--- src/rtl/vga_timing_gen_pkg.sv ---
// Shared raster types and 640x480@60 timing defaults for the display path.
package vga_timing_gen_pkg;

    localparam int HCOUNT_WIDTH = 11;
    localparam int VCOUNT_WIDTH = 10;

    typedef logic [HCOUNT_WIDTH-1:0] hcount_t;
    typedef logic [VCOUNT_WIDTH-1:0] vcount_t;

    localparam int unsigned DEF_H_VISIBLE   = 32'd640;
    localparam int unsigned DEF_H_FP        = 32'd16;
    localparam int unsigned DEF_H_SYNC      = 32'd96;
    localparam int unsigned DEF_H_BP        = 32'd48;
    localparam int unsigned DEF_V_VISIBLE   = 32'd480;
    localparam int unsigned DEF_V_FP        = 32'd10;
    localparam int unsigned DEF_V_SYNC      = 32'd2;
    localparam int unsigned DEF_V_BP        = 32'd33;
    localparam int unsigned DEF_ALIGN_DELAY = 32'd3;

    typedef struct packed {
        hcount_t hcount;
        vcount_t vcount;
        logic    hsync;
        logic    vsync;
        logic    blank;
    } vga_t;

    localparam vga_t VGA_RESET = '{hcount: '0, vcount: '0, hsync: 1'b1, vsync: 1'b1, blank: 1'b0};

    // True when pos lies in the half-open window [lo, lo+len).
    function automatic logic in_range(input int unsigned pos, input int unsigned lo,
                                      input int unsigned len);
        return (pos >= lo) && (pos < (lo + len));
    endfunction

endpackage

--- src/rtl/vga_if.sv ---
// Raster bundle between the timing generator (src) and the renderers (dst).
interface vga_if;
    import vga_timing_gen_pkg::*;

    hcount_t hcount;
    vcount_t vcount;
    logic    hsync;
    logic    vsync;
    logic    blank;

    modport src (output hcount, vcount, hsync, vsync, blank);
    modport dst (input  hcount, vcount, hsync, vsync, blank);
endinterface

--- src/rtl/vga_delay_line.sv ---
// Pixel-strobe-enabled shift register of raster samples; built only with VGA_ALIGN_DELAY_EN.
`ifdef VGA_ALIGN_DELAY_EN
module vga_delay_line
    import vga_timing_gen_pkg::*;
#(
    parameter int unsigned DEPTH = DEF_ALIGN_DELAY
) (
    input  logic clk_in,
    input  logic rst_in,
    input  logic en,
    input  vga_t din,
    output vga_t dout
);

    vga_t stage_r [DEPTH];

    // Shift one sample per strobe; stages reset to the raster's own reset state.
    always_ff @(posedge clk_in or posedge rst_in) begin
        if (rst_in) begin
            for (int i = 0; i < int'(DEPTH); i++) begin
                stage_r[i] <= VGA_RESET;
            end
        end else if (en) begin
            stage_r[0] <= din;
            for (int i = 1; i < int'(DEPTH); i++) begin
                stage_r[i] <= stage_r[i-1];
            end
        end
    end

    assign dout = stage_r[DEPTH-1];

endmodule
`endif

--- src/rtl/vga_timing_gen.sv ---
// 640x480@60 raster source; VGA_ALIGN_DELAY_EN adds a strobe-delayed copy on vga_aligned.
module vga_timing_gen
    import vga_timing_gen_pkg::*;
#(
    parameter int unsigned H_VISIBLE = DEF_H_VISIBLE,
    parameter int unsigned H_FP      = DEF_H_FP,
    parameter int unsigned H_SYNC    = DEF_H_SYNC,
    parameter int unsigned H_BP      = DEF_H_BP,
    parameter int unsigned V_VISIBLE = DEF_V_VISIBLE,
    parameter int unsigned V_FP      = DEF_V_FP,
    parameter int unsigned V_SYNC    = DEF_V_SYNC,
    parameter int unsigned V_BP      = DEF_V_BP
`ifdef VGA_ALIGN_DELAY_EN
    , parameter int unsigned ALIGN_DELAY = DEF_ALIGN_DELAY
`endif
) (
    input  logic clk_in,
    input  logic rst_in,
    input  logic pix_en,
    output logic frame_done,
    vga_if.src   vga
`ifdef VGA_ALIGN_DELAY_EN
    , vga_if.src vga_aligned
`endif
);

    localparam int unsigned H_TOTAL = H_VISIBLE + H_FP + H_SYNC + H_BP;
    localparam int unsigned V_TOTAL = V_VISIBLE + V_FP + V_SYNC + V_BP;
    localparam hcount_t     H_LAST  = hcount_t'(H_TOTAL - 32'd1);
    localparam vcount_t     V_LAST  = vcount_t'(V_TOTAL - 32'd1);

    vga_t    vga_r;
    logic    frame_done_r;
    hcount_t h_next_s;
    vcount_t v_next_s;
    logic    wrap_s;
    vga_t    vga_next_s;

    // Next raster position, with sync/blank decoded from it so they register alongside the counts.
    always_comb begin
        h_next_s = vga_r.hcount + hcount_t'(1'b1);
        v_next_s = vga_r.vcount;
        wrap_s   = 1'b0;
        if (vga_r.hcount == H_LAST) begin
            h_next_s = '0;
            if (vga_r.vcount == V_LAST) begin
                v_next_s = '0;
                wrap_s   = 1'b1;
            end else begin
                v_next_s = vga_r.vcount + vcount_t'(1'b1);
            end
        end else begin
            v_next_s = vga_r.vcount;
        end
        vga_next_s        = VGA_RESET;
        vga_next_s.hcount = h_next_s;
        vga_next_s.vcount = v_next_s;
        vga_next_s.hsync  = ~in_range(32'(h_next_s), H_VISIBLE + H_FP, H_SYNC);
        vga_next_s.vsync  = ~in_range(32'(v_next_s), V_VISIBLE + V_FP, V_SYNC);
        vga_next_s.blank  = (32'(h_next_s) >= H_VISIBLE) || (32'(v_next_s) >= V_VISIBLE);
    end

    // Raster advances only on a strobe; frame_done is a single clock wide even with gapped strobes.
    always_ff @(posedge clk_in or posedge rst_in) begin
        if (rst_in) begin
            vga_r        <= VGA_RESET;
            frame_done_r <= 1'b0;
        end else if (pix_en) begin
            vga_r        <= vga_next_s;
            frame_done_r <= wrap_s;
        end else begin
            frame_done_r <= 1'b0;
        end
    end

    assign vga.hcount = vga_r.hcount;
    assign vga.vcount = vga_r.vcount;
    assign vga.hsync  = vga_r.hsync;
    assign vga.vsync  = vga_r.vsync;
    assign vga.blank  = vga_r.blank;
    assign frame_done = frame_done_r;

`ifdef VGA_ALIGN_DELAY_EN
    vga_t aligned_s;

    vga_delay_line #(.DEPTH(ALIGN_DELAY)) u_align (
        .clk_in (clk_in),
        .rst_in (rst_in),
        .en     (pix_en),
        .din    (vga_r),
        .dout   (aligned_s)
    );

    assign vga_aligned.hcount = aligned_s.hcount;
    assign vga_aligned.vcount = aligned_s.vcount;
    assign vga_aligned.hsync  = aligned_s.hsync;
    assign vga_aligned.vsync  = aligned_s.vsync;
    assign vga_aligned.blank  = aligned_s.blank;
`endif

endmodule
--- src/flat_wrapper.sv ---
// flat-port wrapper written by rule: the top's interface ports become plain ports
module vga_timing_gen_flat import vga_timing_gen_pkg::*;
#(
    parameter int unsigned H_VISIBLE = DEF_H_VISIBLE,
    parameter int unsigned H_FP      = DEF_H_FP,
    parameter int unsigned H_SYNC    = DEF_H_SYNC,
    parameter int unsigned H_BP      = DEF_H_BP,
    parameter int unsigned V_VISIBLE = DEF_V_VISIBLE,
    parameter int unsigned V_FP      = DEF_V_FP,
    parameter int unsigned V_SYNC    = DEF_V_SYNC,
    parameter int unsigned V_BP      = DEF_V_BP

)
  (clk_in, rst_in, pix_en, frame_done, vga_hcount, vga_vcount, vga_hsync, vga_vsync, vga_blank);
  vga_if vga_i ();
  input  logic clk_in;
  input  logic rst_in;
  input  logic pix_en;
  output logic frame_done;
  output wire logic [$bits(vga_i.hcount)-1:0] vga_hcount;
  output wire logic [$bits(vga_i.vcount)-1:0] vga_vcount;
  output wire logic [$bits(vga_i.hsync)-1:0] vga_hsync;
  output wire logic [$bits(vga_i.vsync)-1:0] vga_vsync;
  output wire logic [$bits(vga_i.blank)-1:0] vga_blank;
  assign vga_hcount = vga_i.hcount;
  assign vga_vcount = vga_i.vcount;
  assign vga_hsync = vga_i.hsync;
  assign vga_vsync = vga_i.vsync;
  assign vga_blank = vga_i.blank;
  vga_timing_gen #(.H_VISIBLE(H_VISIBLE), .H_FP(H_FP), .H_SYNC(H_SYNC), .H_BP(H_BP), .V_VISIBLE(V_VISIBLE), .V_FP(V_FP), .V_SYNC(V_SYNC), .V_BP(V_BP)) u_core (.clk_in(clk_in), .rst_in(rst_in), .pix_en(pix_en), .frame_done(frame_done), .vga(vga_i));
endmodule
--- config.mk ---
export PLATFORM = sky130hd
export DESIGN_NAME = vga_timing_gen_flat
export DESIGN_NICKNAME = d
export VERILOG_FILES = /design/src/rtl/vga_timing_gen_pkg.sv /design/src/rtl/vga_if.sv /design/src/rtl/vga_delay_line.sv /design/src/rtl/vga_timing_gen.sv /design/src/flat_wrapper.sv
export SDC_FILE = /design/constraint.sdc
export NUM_CORES = 1
export LEC_CHECK = 0
export ABC_AREA = 1
export CORE_MARGIN = 4
export CORE_UTILIZATION = 58
export CTS_CLUSTER_DIAMETER = 120
export DETAILED_ROUTE_END_ITERATION = 8
export GPL_TIMING_DRIVEN = 1
export PLACE_DENSITY = 0.85
export SLEW_MARGIN = 20
export SYNTH_ARGS = -nofsm -noshare
export SYNTH_HDL_FRONTEND = slang
export SYNTH_SLANG_ARGS = --single-unit
--- constraint.sdc ---
create_clock -name clk_in -period 3.1 [get_ports clk_in]
set_clock_uncertainty 0.2 [all_clocks]
set_input_delay 0.775 -clock clk_in [delete_from_list [all_inputs] [get_ports clk_in]]
set_output_delay 0.775 -clock clk_in [all_outputs]
set_load 0.02 [all_outputs]
Word-level counts from Yosys, hierarchy flattened
Cells that the tools add are included.
- bits in registers: 25
- input bits: 3
- output and inout bits: 25
- word-level logic and storage cells: 27
- $add $sub $neg: 2
- magnitude comparators: 6
- eq/ne operators: 2
- muxes and demuxes: 6
- bitwise gates (word level): 2
- reduce and logical (&&, ||, !) cells: 3
- operator list (kind ; count):
    11-bit by 10-bit >= comparator with 1-bit output, second input constant ; 2
    10-bit by 9-bit >= comparator with 1-bit output, second input constant ; 2
    10-bit 2-to-1 mux ; 2
    11-bit by 1-bit adder with 11-bit output, second input constant ; 1
    11-bit by 10-bit equality test with 1-bit output, second input constant ; 1
    11-bit by 10-bit less-than comparator with 1-bit output, second input constant ; 1
    11-bit 2-to-1 mux ; 1
    10-bit by 1-bit adder with 10-bit output, second input constant ; 1
    10-bit equality test, second input constant ; 1
    10-bit by 9-bit less-than comparator with 1-bit output, second input constant ; 1
    1-bit 2-to-1 mux ; 3
    1-bit logical AND ; 2
    1-bit inverter ; 2
    1-bit logical OR ; 1

Logic depth before layout (Yosys ltp)
- depth in word-level cells: 6
- mapped depth: 14

Worst setup path after synthesis
OpenSTA, ideal clock, no wires.
- kind: register to register
- start: register u_core.vga_r (netlist bit u_core.vga.hcount[0])
- end: register u_core.vga_r (netlist bit u_core.vga.vsync)
- setup time: 0.072 ns
- arrival: 1.633 ns
- required time: 2.828 ns
- setup slack: 1.195 ns
- cell stages (with the launch flop): 13
- buffers on the path: 0
- cell sequence: dfrtp_1 -> ha_1 -> nand2_4 -> nor2_8 -> nand3_4 -> nor2_8 -> nand3_2 -> nand2_2 -> nand3_1 -> nor2_1 -> nand3_1 -> nand2_1 -> inv_1
- longest elaborated chain between the ends: 5
- RTL lines (element ; line ; source):
    from (decl) ; vga_timing_gen.sv:32 ; vga_t vga_r;
    from (signal assigned) ; vga_timing_gen.sv:69 ; vga_r <= vga_next_s;
    11-bit by 10-bit equality test with 1-bit output * ; vga_timing_gen.sv:44 ; if (vga_r.hcount == H_LAST) begin
    10-bit 2-to-1 mux * ; vga_timing_gen.sv:44 ;
    10-bit by 9-bit >= comparator with 1-bit output or 10-bit by 9-bit less-than comparator with 1-bit output (tied branches) ; vga_timing_gen_pkg.sv:33 ; return (pos >= lo) && (pos < (lo + len));
    1-bit logical AND * ; vga_timing_gen_pkg.sv:33 ;
    1-bit inverter * ; vga_timing_gen.sv:59 ; vga_next_s.vsync = ~in_range(32'(v_next_s), V_VISIBLE + V_FP, V_SYNC);
Every way passes the cells marked *; elsewhere a longest branch is shown, timed or not.
A chain may end at the register's enable or synchronous reset.

Final worst setup path
- start: register u_core.vga_r (netlist bit u_core.vga.vcount[8])
- end: output vga_vcount[8]
- RTL lines (element ; line ; source):
    to (decl) ; flat_wrapper.sv:21 ; output wire logic [$bits(vga_i.vcount)-1:0] vga_vcount;
No word-level cell between the ends.

==> impl_metrics.ini <==
[status]
outcome = complete, no violations

[detailed_routing]
wl_per_cell_um = 13.87
vias_per_cell = 5.713
route.detailed.drc = 0
drt_wl_total_mm = 4.356
drt-initial-drc-count = 197
routed-via-count = 1794
dr.pass1.iters = 5
ant_nets = 0

[clock_network]
post_cts_resized = 0
numClockSinks = 25
root_buffer = clkbuf_4
cts_setup_buffers = 0
cts.clk_slew.worst_paths_ps = 140
insertion_delay_ps = 320
cts-htree-levels = 1
cts_buffers = 3
tritoncts = yes
cts_hold_buffers = 0
clockBufferDepth = 2

[final_layout]
final_cell_mix = 68 x nand2_1, 28 x nor2_1, 27 x inv_1, 27 x clkdlybuf4s50_1, 23 x dfrtp_1
fillCellCount = 238
area_growth_pct = 18.29
num_antenna_cells = 0
fin_area_mm2 = 0.002128
final_common_cell = nand2_1
final_util_pct = 74.61
drive_gt1_share_pct = 12.72
final-instance-count-excl-fill = 314
nets = 290

[timing]
fmax_ghz = 0.3997
setup_ws_ps = 598.3
finalCritPeriodShare_pct = 80.70
setup-tns-final_ps = 0
relSlewSlack_pct = 59.16
worstMarginPinSlew_ps = 612.0
finalSetupViolations = 0
finalMaxSlewViolations = 0
min_period_ps = 2502
hold_viol_final = 0
whs_ps = 303.3
rsz0062_at_grt = no

[setup_path]
critical-path-slowest-cell = clkdlybuf4s50_1
arrival_ps = 1530
critPathMaxFanout = 8
crit_chain = clkdlybuf4s50_1
path_buf_inv = 1
end_kind = output pin
worstPathRequired_ps = 2120
criticalPathCategory = flop to output pin
cp_top_family = buffers and inverters
cpPeakStageDelay_ps = 670
start_kind = flop

[power]
peakVddDrop_mv = 0.5042
swShare_pct = 45.84
leakage_nw = 1.015
p_seq_share_pct = 40.5
p_switching_mw = 0.5755
p_per_area_mw_per_mm2 = 589.9
clockPowerShare_pct = 12.1
comb_power_share_pct = 47.4
intPower_mw = 0.6799
power_mw = 1.255

[hold_path]
hold_class = flop to flop

[yosys]
yosysUniqueCellTypes = 32
synth_area_per_cell_um2 = 7.056
yosys_warnings = 0
synth.yosys.seq_area_share_pct = 34.91
synth_nets = 261
syn_area_mm2 = 0.001799
synth_cells = 255
synth-seq-cells = 25

[placement]
gp_congestion = 0.9548
place_area_mm2 = 0.002102
portBuffers = 27
place_ws_ps = 588.6
place_inst = 310
hpwl_mm = 3.303

[floorplan]
die_w_um = 63.70
dieArea_mm2 = 0.004057
die_height_um = 63.70
start_util_pct = 63.07
core-area_mm2 = 0.002853
fp-row-count = 19
ioPinCount = 28

[flow_run]
drv_cap = 0

[global_routing]
grt_overflow_total = 0
grt_max_degree = 26
antenna_found_initial = 0
grt_pass1_vias = 1642
grt_pass1_wl_mm = 7.638
grt.total_usage_pct = 23.49
## cell families after synthesis
kind of cell,count (synthesis),synth area share [%]
AO/OA/AOI/OAI,26,7.928
buffers and inverters,38,8.067
AND/OR/NAND/NOR,159,45.06
adder cells (fa/ha/maj),3,2.086
flip-flops,25,34.91
XOR/XNOR,4,1.948
## synth_stat cells
| library cell | count | share of area, % |
|---|---|---|
| a21o_1 | 2 | 0.83 |
| a21oi_1 | 4 | 1.1 |
| a21oi_2 | 1 | 0.49 |
| a31oi_1 | 1 | 0.35 |
| buf_2 | 2 | 0.56 |
| clkbuf_1 | 3 | 0.63 |
| clkinv_1 | 1 | 0.21 |
| dfrtp_1 | 23 | 32 |
| dfstp_2 | 2 | 2.9 |
| ha_1 | 3 | 2.1 |
| inv_1 | 27 | 5.6 |
| inv_2 | 5 | 1.0 |
| nand2_1 | 68 | 14 |
| nand2_2 | 4 | 1.4 |
| nand2_4 | 1 | 0.63 |
| nand3_1 | 22 | 6.1 |
| nand3_2 | 1 | 0.56 |
| nand3_4 | 1 | 0.97 |
| nand4_1 | 15 | 5.2 |
| nand4_2 | 2 | 1.4 |
| nor2_1 | 28 | 5.8 |
| nor2_2 | 5 | 1.7 |
| nor2_4 | 3 | 1.9 |
| nor2_8 | 2 | 2.2 |
| nor3_1 | 3 | 0.83 |
| nor3_2 | 1 | 0.56 |
| nor4b_2 | 1 | 0.83 |
| o21a_1 | 1 | 0.42 |
| o21ai_0 | 17 | 4.7 |
| or2_2 | 2 | 0.70 |
| xnor2_1 | 1 | 0.49 |
| xor2_1 | 3 | 1.5 |
## power groups by stage
stage                     logic [mW]  registers, mW  clock network [mW]
after detailed placement       0.594          0.510                   0
final                          0.596          0.509               0.151
after floorplan                0.312          0.570                   0
after global routing           0.655          0.525               0.172
after CTS                      0.596          0.506               0.158
after global placement         0.586          0.514                   0
## registers in the layout (all words and copies together) (netlist names)
| signal | flops |
|---|---|
| u_core.vga.hsync | 1 |
| u_core.vga.hcount | 11 |
| u_core.vga.blank | 1 |
| u_core.frame_done | 1 |
| u_core.vga.vsync | 1 |
| u_core.vga.vcount | 10 |
## layer usage
metal / GRT usage [%] / share of wire (%)
met1: 33.78 / 46
met2: 34.55 / 43
met3: 5.861 / 9.7
met4: 7.008 / 1.1
met5: 0 / 0
## final timing paths
| kind | slack, ps | from | depth (start not counted) | to |
|---|---|---|---|---|
| worst min register to register | 300 | u_core.vga.hsync | 2 | u_core.vga.hsync |
| max in group asynchronous | 1520 | rst_in | 3 | u_core.vga.hcount[3] |
| min in group asynchronous | 600 | rst_in | 2 | u_core.vga.vcount[2] |
| worst max-delay path | 600 | u_core.vga.vcount[8] | 1 | vga_vcount[8] |
| worst min-delay path | 300 | u_core.vga.hsync | 2 | u_core.vga.hsync |
| worst max register to register | 910 | u_core.vga.hcount[0] | 10 | u_core.vga.vsync |
## final cells by class
cell class / instances / area [um^2] / share of cell area [%]
clock buffers: 4 / 26.28 / 1.235
inverters: 33 / 123.9 / 5.820
flip-flops and latches: 25 / 628.1 / 29.51
repair buffers: 29 / 285.3 / 13.40
well taps: 31 / 38.79 / 1.822
multi-input cells: 192 / 1026 / 48.21
Power figures use the tool's default switching activity.
